File: config.mk
export PLATFORM = sky130hd
export DESIGN_NAME = i2c_cfg_scheduler
export DESIGN_NICKNAME = d
export VERILOG_FILES = /design/src/rtl/i2c_sched_pkg.sv /design/src/rtl/i2c_rr_arb2.sv /design/src/rtl/i2c_cfg_scheduler.sv
export SDC_FILE = /design/constraint.sdc
export NUM_CORES = 1
export LEC_CHECK = 0
export ABC_CLOCK_PERIOD_IN_PS = 5300
export CAP_MARGIN = 20
export CORE_UTILIZATION = 50
export DETAILED_ROUTE_END_ITERATION = 6
export PLACE_DENSITY = 0.91
export SLEW_MARGIN = 10
export SYNTH_ARGS = -nofsm -noshare
export SYNTH_HDL_FRONTEND = slang
export SYNTH_HIERARCHICAL = 1
export SYNTH_SLANG_ARGS = --single-unit
File: constraint.sdc
create_clock -name CLK -period 5.3 [get_ports CLK]
set_input_delay 1.06 -clock CLK [delete_from_list [all_inputs] [get_ports CLK]]
set_output_delay 1.06 -clock CLK [all_outputs]
set_load 0.01 [all_outputs]
File: src/rtl/i2c_sched_pkg.sv
// Shared definitions for the I2C configuration scheduler.
//   I2C_FRAME_BITS   : bit-ticks the 4-byte transmitter spends shifting one frame
//   sched_state_t    : scheduler FSM states
//   DEF_*            : default tick constants for the top-level parameters
package i2c_sched_pkg;

  localparam int I2C_FRAME_BITS  = 168;

  localparam int DEF_DIV_LOG2    = 15;
  localparam int DEF_HOLD_TICKS  = 4;
  // 168 shift ticks plus 8 guard ticks before the next ENABLE may rise.
  localparam int DEF_FRAME_TICKS = I2C_FRAME_BITS + 8;

  typedef enum logic [2:0] {
    ST_STARTUP,
    ST_IDLE,
    ST_ASSERT,
    ST_SHIFT,
    ST_DONE
  } sched_state_t;

endpackage

File: src/rtl/i2c_rr_arb2.sv
// Two-input round-robin arbiter (purely combinational).
//   valid_i : request valid per requester
//   ptr_i   : requester favoured when both are valid (0 or 1)
//   grant_o : one-hot grant, or zero when nothing is valid
module i2c_rr_arb2 (
  input  logic [1:0] valid_i,
  input  logic       ptr_i,
  output logic [1:0] grant_o
);

  always_comb begin
    unique case (valid_i)
      2'b11:   grant_o = ptr_i ? 2'b10 : 2'b01;
      default: grant_o = valid_i;  // 00, 01, 10 are already zero or one-hot
    endcase
  end

endmodule

File: src/rtl/i2c_cfg_scheduler.sv
// Shares one 4-byte brute-force I2C transmitter between two configuration
// requesters. Round-robin grant in IDLE, latches the winning word and bus
// mask, pulses ENABLE for the hold window and times the frame by counting,
// since the transmitter reports no busy/done.
//   CLK, RESET             : clock, asynchronous active-high reset
//   REQ_VALID/REQ_READY    : per-requester handshake (READY one-hot or zero)
//   REQ_LINES, REQ_DATA    : per-requester bus mask and 32-bit word
//   REQ_DONE               : one-cycle completion pulse to the owner
//   ENABLE, I2CLINES,
//   I2CDATA12, I2CDATA34   : transmitter controls
//   BUSY                   : high in every state except IDLE
module i2c_cfg_scheduler
  import i2c_sched_pkg::*;
#(
  parameter int DIV_LOG2    = DEF_DIV_LOG2,
  parameter int HOLD_TICKS  = DEF_HOLD_TICKS,
  parameter int FRAME_TICKS = DEF_FRAME_TICKS
) (
  input  logic        CLK,
  input  logic        RESET,
  input  logic [1:0]  REQ_VALID,
  output logic [1:0]  REQ_READY,
  input  logic [3:0]  REQ_LINES,
  input  logic [63:0] REQ_DATA,
  output logic [1:0]  REQ_DONE,
  output logic        ENABLE,
  output logic [1:0]  I2CLINES,
  output logic [15:0] I2CDATA12,
  output logic [15:0] I2CDATA34,
  output logic        BUSY
);

  localparam int SLOT      = (HOLD_TICKS + FRAME_TICKS) << DIV_LOG2;
  localparam int HOLD_CYC  = HOLD_TICKS << DIV_LOG2;
  localparam int FRAME_CYC = FRAME_TICKS << DIV_LOG2;
  localparam int CW        = $clog2(SLOT + 1);

  // Counter is loaded with N-1 so a state lasts exactly N cycles.
  localparam logic [CW-1:0] SLOT_LD  = CW'(SLOT - 1);
  localparam logic [CW-1:0] HOLD_LD  = CW'(HOLD_CYC - 1);
  localparam logic [CW-1:0] FRAME_LD = CW'(FRAME_CYC - 1);

  sched_state_t   state_q, state_d;
  logic [CW-1:0]  cnt_q, cnt_d;
  logic [1:0]     lines_q, lines_d;
  logic [31:0]    data_q, data_d;
  logic           owner_q, owner_d;
  logic           ptr_q, ptr_d;

  logic [1:0]     grant;
  logic           win;
  logic [1:0]     win_lines;
  logic [31:0]    win_data;
  logic           drive;

  i2c_rr_arb2 u_arb (
    .valid_i (REQ_VALID),
    .ptr_i   (ptr_q),
    .grant_o (grant)
  );

  assign REQ_READY = (state_q == ST_IDLE) ? grant : 2'b00;
  assign win       = REQ_READY[1];
  assign win_lines = win ? REQ_LINES[3:2] : REQ_LINES[1:0];
  assign win_data  = win ? REQ_DATA[63:32] : REQ_DATA[31:0];

  always_comb begin
    // NOTE: every next-state signal is defaulted first so no latch is inferred.
    state_d = state_q;
    cnt_d   = cnt_q;
    lines_d = lines_q;
    data_d  = data_q;
    owner_d = owner_q;
    ptr_d   = ptr_q;

    unique case (state_q)
      ST_STARTUP: begin
        // A frame left over from before reset may still be shifting out.
        if (cnt_q == '0) state_d = ST_IDLE;
        else             cnt_d   = cnt_q - 1'b1;
      end
      ST_IDLE: begin
        if (|REQ_READY) begin
          lines_d = win_lines;
          data_d  = win_data;
          owner_d = win;
          ptr_d   = ~win;
          if (win_lines == 2'b00) begin
            state_d = ST_DONE;  // no bus selected: complete without a frame
          end else begin
            state_d = ST_ASSERT;
            cnt_d   = HOLD_LD;
          end
        end
      end
      ST_ASSERT: begin
        if (cnt_q == '0) begin
          state_d = ST_SHIFT;
          cnt_d   = FRAME_LD;
        end else begin
          cnt_d = cnt_q - 1'b1;
        end
      end
      ST_SHIFT: begin
        if (cnt_q == '0) state_d = ST_DONE;
        else             cnt_d   = cnt_q - 1'b1;
      end
      ST_DONE: state_d = ST_IDLE;
      default: begin
        state_d = ST_STARTUP;
        cnt_d   = SLOT_LD;
      end
    endcase
  end

  always_ff @(posedge CLK or posedge RESET) begin
    if (RESET) begin
      state_q <= ST_STARTUP;
      cnt_q   <= SLOT_LD;
      lines_q <= 2'b00;
      // NOTE: the word latch is reset as well, because it drives I2CDATA* directly.
      data_q  <= '0;
      owner_q <= 1'b0;
      ptr_q   <= 1'b0;
    end else begin
      // NOTE: non-blocking so every register samples the pre-edge values.
      state_q <= state_d;
      cnt_q   <= cnt_d;
      lines_q <= lines_d;
      data_q  <= data_d;
      owner_q <= owner_d;
      ptr_q   <= ptr_d;
    end
  end

  // Outputs decode the state register, so reset clears ENABLE/I2CLINES at once.
  assign drive     = (state_q == ST_ASSERT) || (state_q == ST_SHIFT) || (state_q == ST_DONE);
  assign ENABLE    = (state_q == ST_ASSERT);
  assign I2CLINES  = drive ? lines_q : 2'b00;
  assign I2CDATA12 = data_q[31:16];
  assign I2CDATA34 = data_q[15:0];
  assign REQ_DONE  = (state_q != ST_DONE) ? 2'b00 : (owner_q ? 2'b10 : 2'b01);
  assign BUSY      = (state_q != ST_IDLE);

endmodule

==> impl_metrics.yaml <==
route:
  drt-initial-drc-count: 212
  drt_first_pass_iters: 5
  drt-total-wl_um: 9647
  ant_nets: 0
  via_count: 3508
  remaining_drc_errors: 0
  via_per_inst: 6.144
  wl_per_cell_um: 16.89
synthesis:
  synth_top_area_share_pct: 30.91
  synth_edf_count: 0
  synthTopCellsByArea: "dfrtp_1 (31%), dfstp_2 (15%), o22ai_1 (7.0%), o21ai_0 (6.0%), a21oi_1 (4.4%)"
  ys_ff_latch: 62
  yosysWarnings: 6
  synth_most_common_cell: "dfrtp_1"
  yosys_most_used_dff: "dfrtp_1"
  synth_cells: 386
  syn_nets: 460
  synth_cell_type_count: 54
  ys_top_cells_by_count: "dfrtp_1 (42), o21ai_0 (41), o22ai_1 (38)"
  yosys.area.top_type: "dfrtp_1"
  yosysSeqAreaShare_pct: 46.36
  syn_area_per_cell_um2: 8.810
  syn-cell-area_um2: 3401
  synth-async-reset-ratio_pct: 100.0
layout:
  seqCellArea_um2: 1577
  final_net_count: 563
  areaGrowthSynthToFinish_pct: 41.54
  fin_cells: 571
  diodes: 0
  multiInputGateArea_um2: 1664
  drive_gt1_share_pct: 10.93
  fillers: 424
die:
  ios: 112
  die_area_um2: 7135
  die_h_um: 84.47
  rows: 29
  initial_core_util_pct: 52.65
  core_area_um2: 6459
  die_x_um: 84.47
timing:
  max_slew_margin_pct: 39.95
  rsz0062_at_grt: "false"
  min_period_ns: 4.270
  min_period_over_period_pct: 80.57
  slew_violations: 0
  finalSetupViolCount: 0
  tns_ns: 0
  max_freq_ghz: 0.2342
  fin_skew_ns: 0.007525
  final.setup.worst_slack_ns: 1.030
  hold_viol: 0
  worst_pin_slew_ns: 0.8976
cts:
  clk_path_buf_depth: 2
  post-cts-setup-buffers: 0
  cts-resized-gates: 0
  cts_inserted_buffers: 9
  cts-root-buf: "clkbuf_8"
  clkTransAtPathRegs_ns: 0.07
  numClockSinks: 62
  cts_hold_buffers: 0
  cts_max_level: 3
  tritoncts: "yes"
  clock_latency_ns: 0.34
place:
  pre_cts_ws_ns: 1.043
  gp_congestion: 0.8668
  hpwl_um: 6673
  dp_cells: 555
  port_buffers: 111
hold_path:
  min_path_type: "flop to flop"
critical_path:
  setup.worst_path.start_class: "primary input"
  worst-setup-path-type: "primary input to output pin"
  critical_path_arrival_ns: 3.21
  path_cells: "clkdlybuf4s50_1 > a21boi_1 > buf_4 > nand2_1 > inv_1 > clkdlybuf4s50_1"
  crit_required_ns: 4.24
  max_stage_delay_ns: 0.55
  critPathTopFamily: "buffers and inverters"
  path_max_fanout: 22
  slowest_stage: "clkdlybuf4s50_1"
  endpoint_kind: "output pin"
  worst-path-buf-inv: 4
  crit_top_cell: "clkdlybuf4s50_1"
status:
  status: "completed"
grt:
  grt_pass1_wl_um: 15740
  first_global_vias: 3395
  grt-ovfl-total: 0
  antenna_found_initial: 0
  grt_max_degree: 37
  grt_util_all_layers_pct: 27.88
power_and_ir_drop:
  p_clk_share_pct: 46.3
  p_leak_nw: 2.031
  swShare_pct: 21.14
  p_seq_share_pct: 43.0
  power.switching_w: 0.0002401
  p_per_area_nw_per_um2: 235.9
  peakVddDrop_mv: 0.1190
  intPower_w: 0.0008955
  pwr-share-comb_pct: 10.7
job:
  maxCapViolCount: 0
## state kept, by name, summed over array words and instances (netlist names)
signal and flops:
cnt_q 23, data_q 32, lines_q 2, owner_q 1
ptr_q 1, state_q 3
## logic make-up (layout without fill, tap and decap cells)
kind of cell / after synthesis / in the layout / synth area share, %
XOR/XNOR: 2 / 2 / 0.5152
AO/OA/AOI/OAI: 163 / 163 / 29.18
AND/OR/NAND/NOR: 115 / 115 / 18.40
buffers and inverters: 42 / 150 / 4.820
adder cells (fa/ha/maj): 2 / 2 / 0.7357
flip-flops: 62 / 62 / 46.36
## path summary, 6_finish.rpt
kind,endpoint,slack (ns),startpoint,cells past startpoint
setup / recovery,REQ_READY[1],1.03,REQ_VALID[1],6
hold / removal,cnt_q[13],0.48,cnt_q[13],2
setup reg to reg,cnt_q[17],2.14,state_q[0],8
hold reg to reg,cnt_q[13],0.48,cnt_q[13],2
max in group asynchronous,cnt_q[22],3.26,RESET,3
min in group asynchronous,data_q[6],1.16,RESET,2
## routing by layer
metal  wire length (um)  global-route usage (%)
met1               3913                   35.34
met2               4750                   45.90
met3                727                   5.998
met4                257                   13.10
met5                  0                       0
## placed cells by master, fill, tap and decap left out, types with 3 or more instances in the layout
| cell type | instances |
|---|---|
| dfrtp_1 | 42 |
| dfstp_2 | 20 |
| a31oi_1 | 16 |
| nor3_1 | 12 |
| or4_1 | 3 |
| inv_1 | 15 |
| o22ai_1 | 38 |
| nor4_1 | 4 |
| clkdlybuf4s50_1 | 111 |
| nand4_1 | 3 |
| o31ai_1 | 3 |
| nor2_1 | 18 |
| clkbuf_8 | 11 |
| nand2_1 | 30 |
| nor2b_1 | 4 |
| a21oi_1 | 30 |
| buf_4 | 6 |
| a21boi_0 | 3 |
| o21ai_0 | 41 |
| a21o_1 | 3 |
| and2_1 | 17 |
| or3_1 | 5 |
| nand3_1 | 3 |
| o21ai_1 | 11 |
| bufinv_16 | 3 |
## worst min-delay path: cells and delay by family, from the launching register on
family          cells  cell delay [ns]
simple gates        1             0.05
compound gates      1             0.05
flops               1             0.38
## metrics by stage
step           total power [W]  utilization [%]  hold WS, ns  area (um^2)
6_report              0.001136            74.53       0.4815         4813
5_1_grt               0.001172            74.53       0.5142         4813
4_1_cts               0.001140            74.53       0.4818         4813
3_5_place_dp         0.0006172            70.55       0.4696         4557
3_3_place_gp         0.0006140            70.55       0.4619         4557
2_1_floorplan        0.0005343                -       0.4422         3401
## cell type report
cell class | count | area share, %
clock buffers | 11 | 3.145
clock inverters | 5 | 2.184
inverters | 17 | 1.326
multi-input cells | 282 | 34.57
flip-flops and latches | 62 | 32.75
well taps | 77 | 2.002
repair buffers | 117 | 24.02
## power by group through the flow
stage	combinational (W)	clock [W]	sequential, W
4_1_cts	0.000122	0.000530	0.000488
6_report	0.000122	0.000526	0.000488
3_3_place_gp	0.000118	0	0.000496
5_1_grt	0.000131	0.000552	0.000488
3_5_place_dp	0.000121	0	0.000496
2_1_floorplan	0.0000358	0	0.000498
Power figures use the tool's default switching activity.
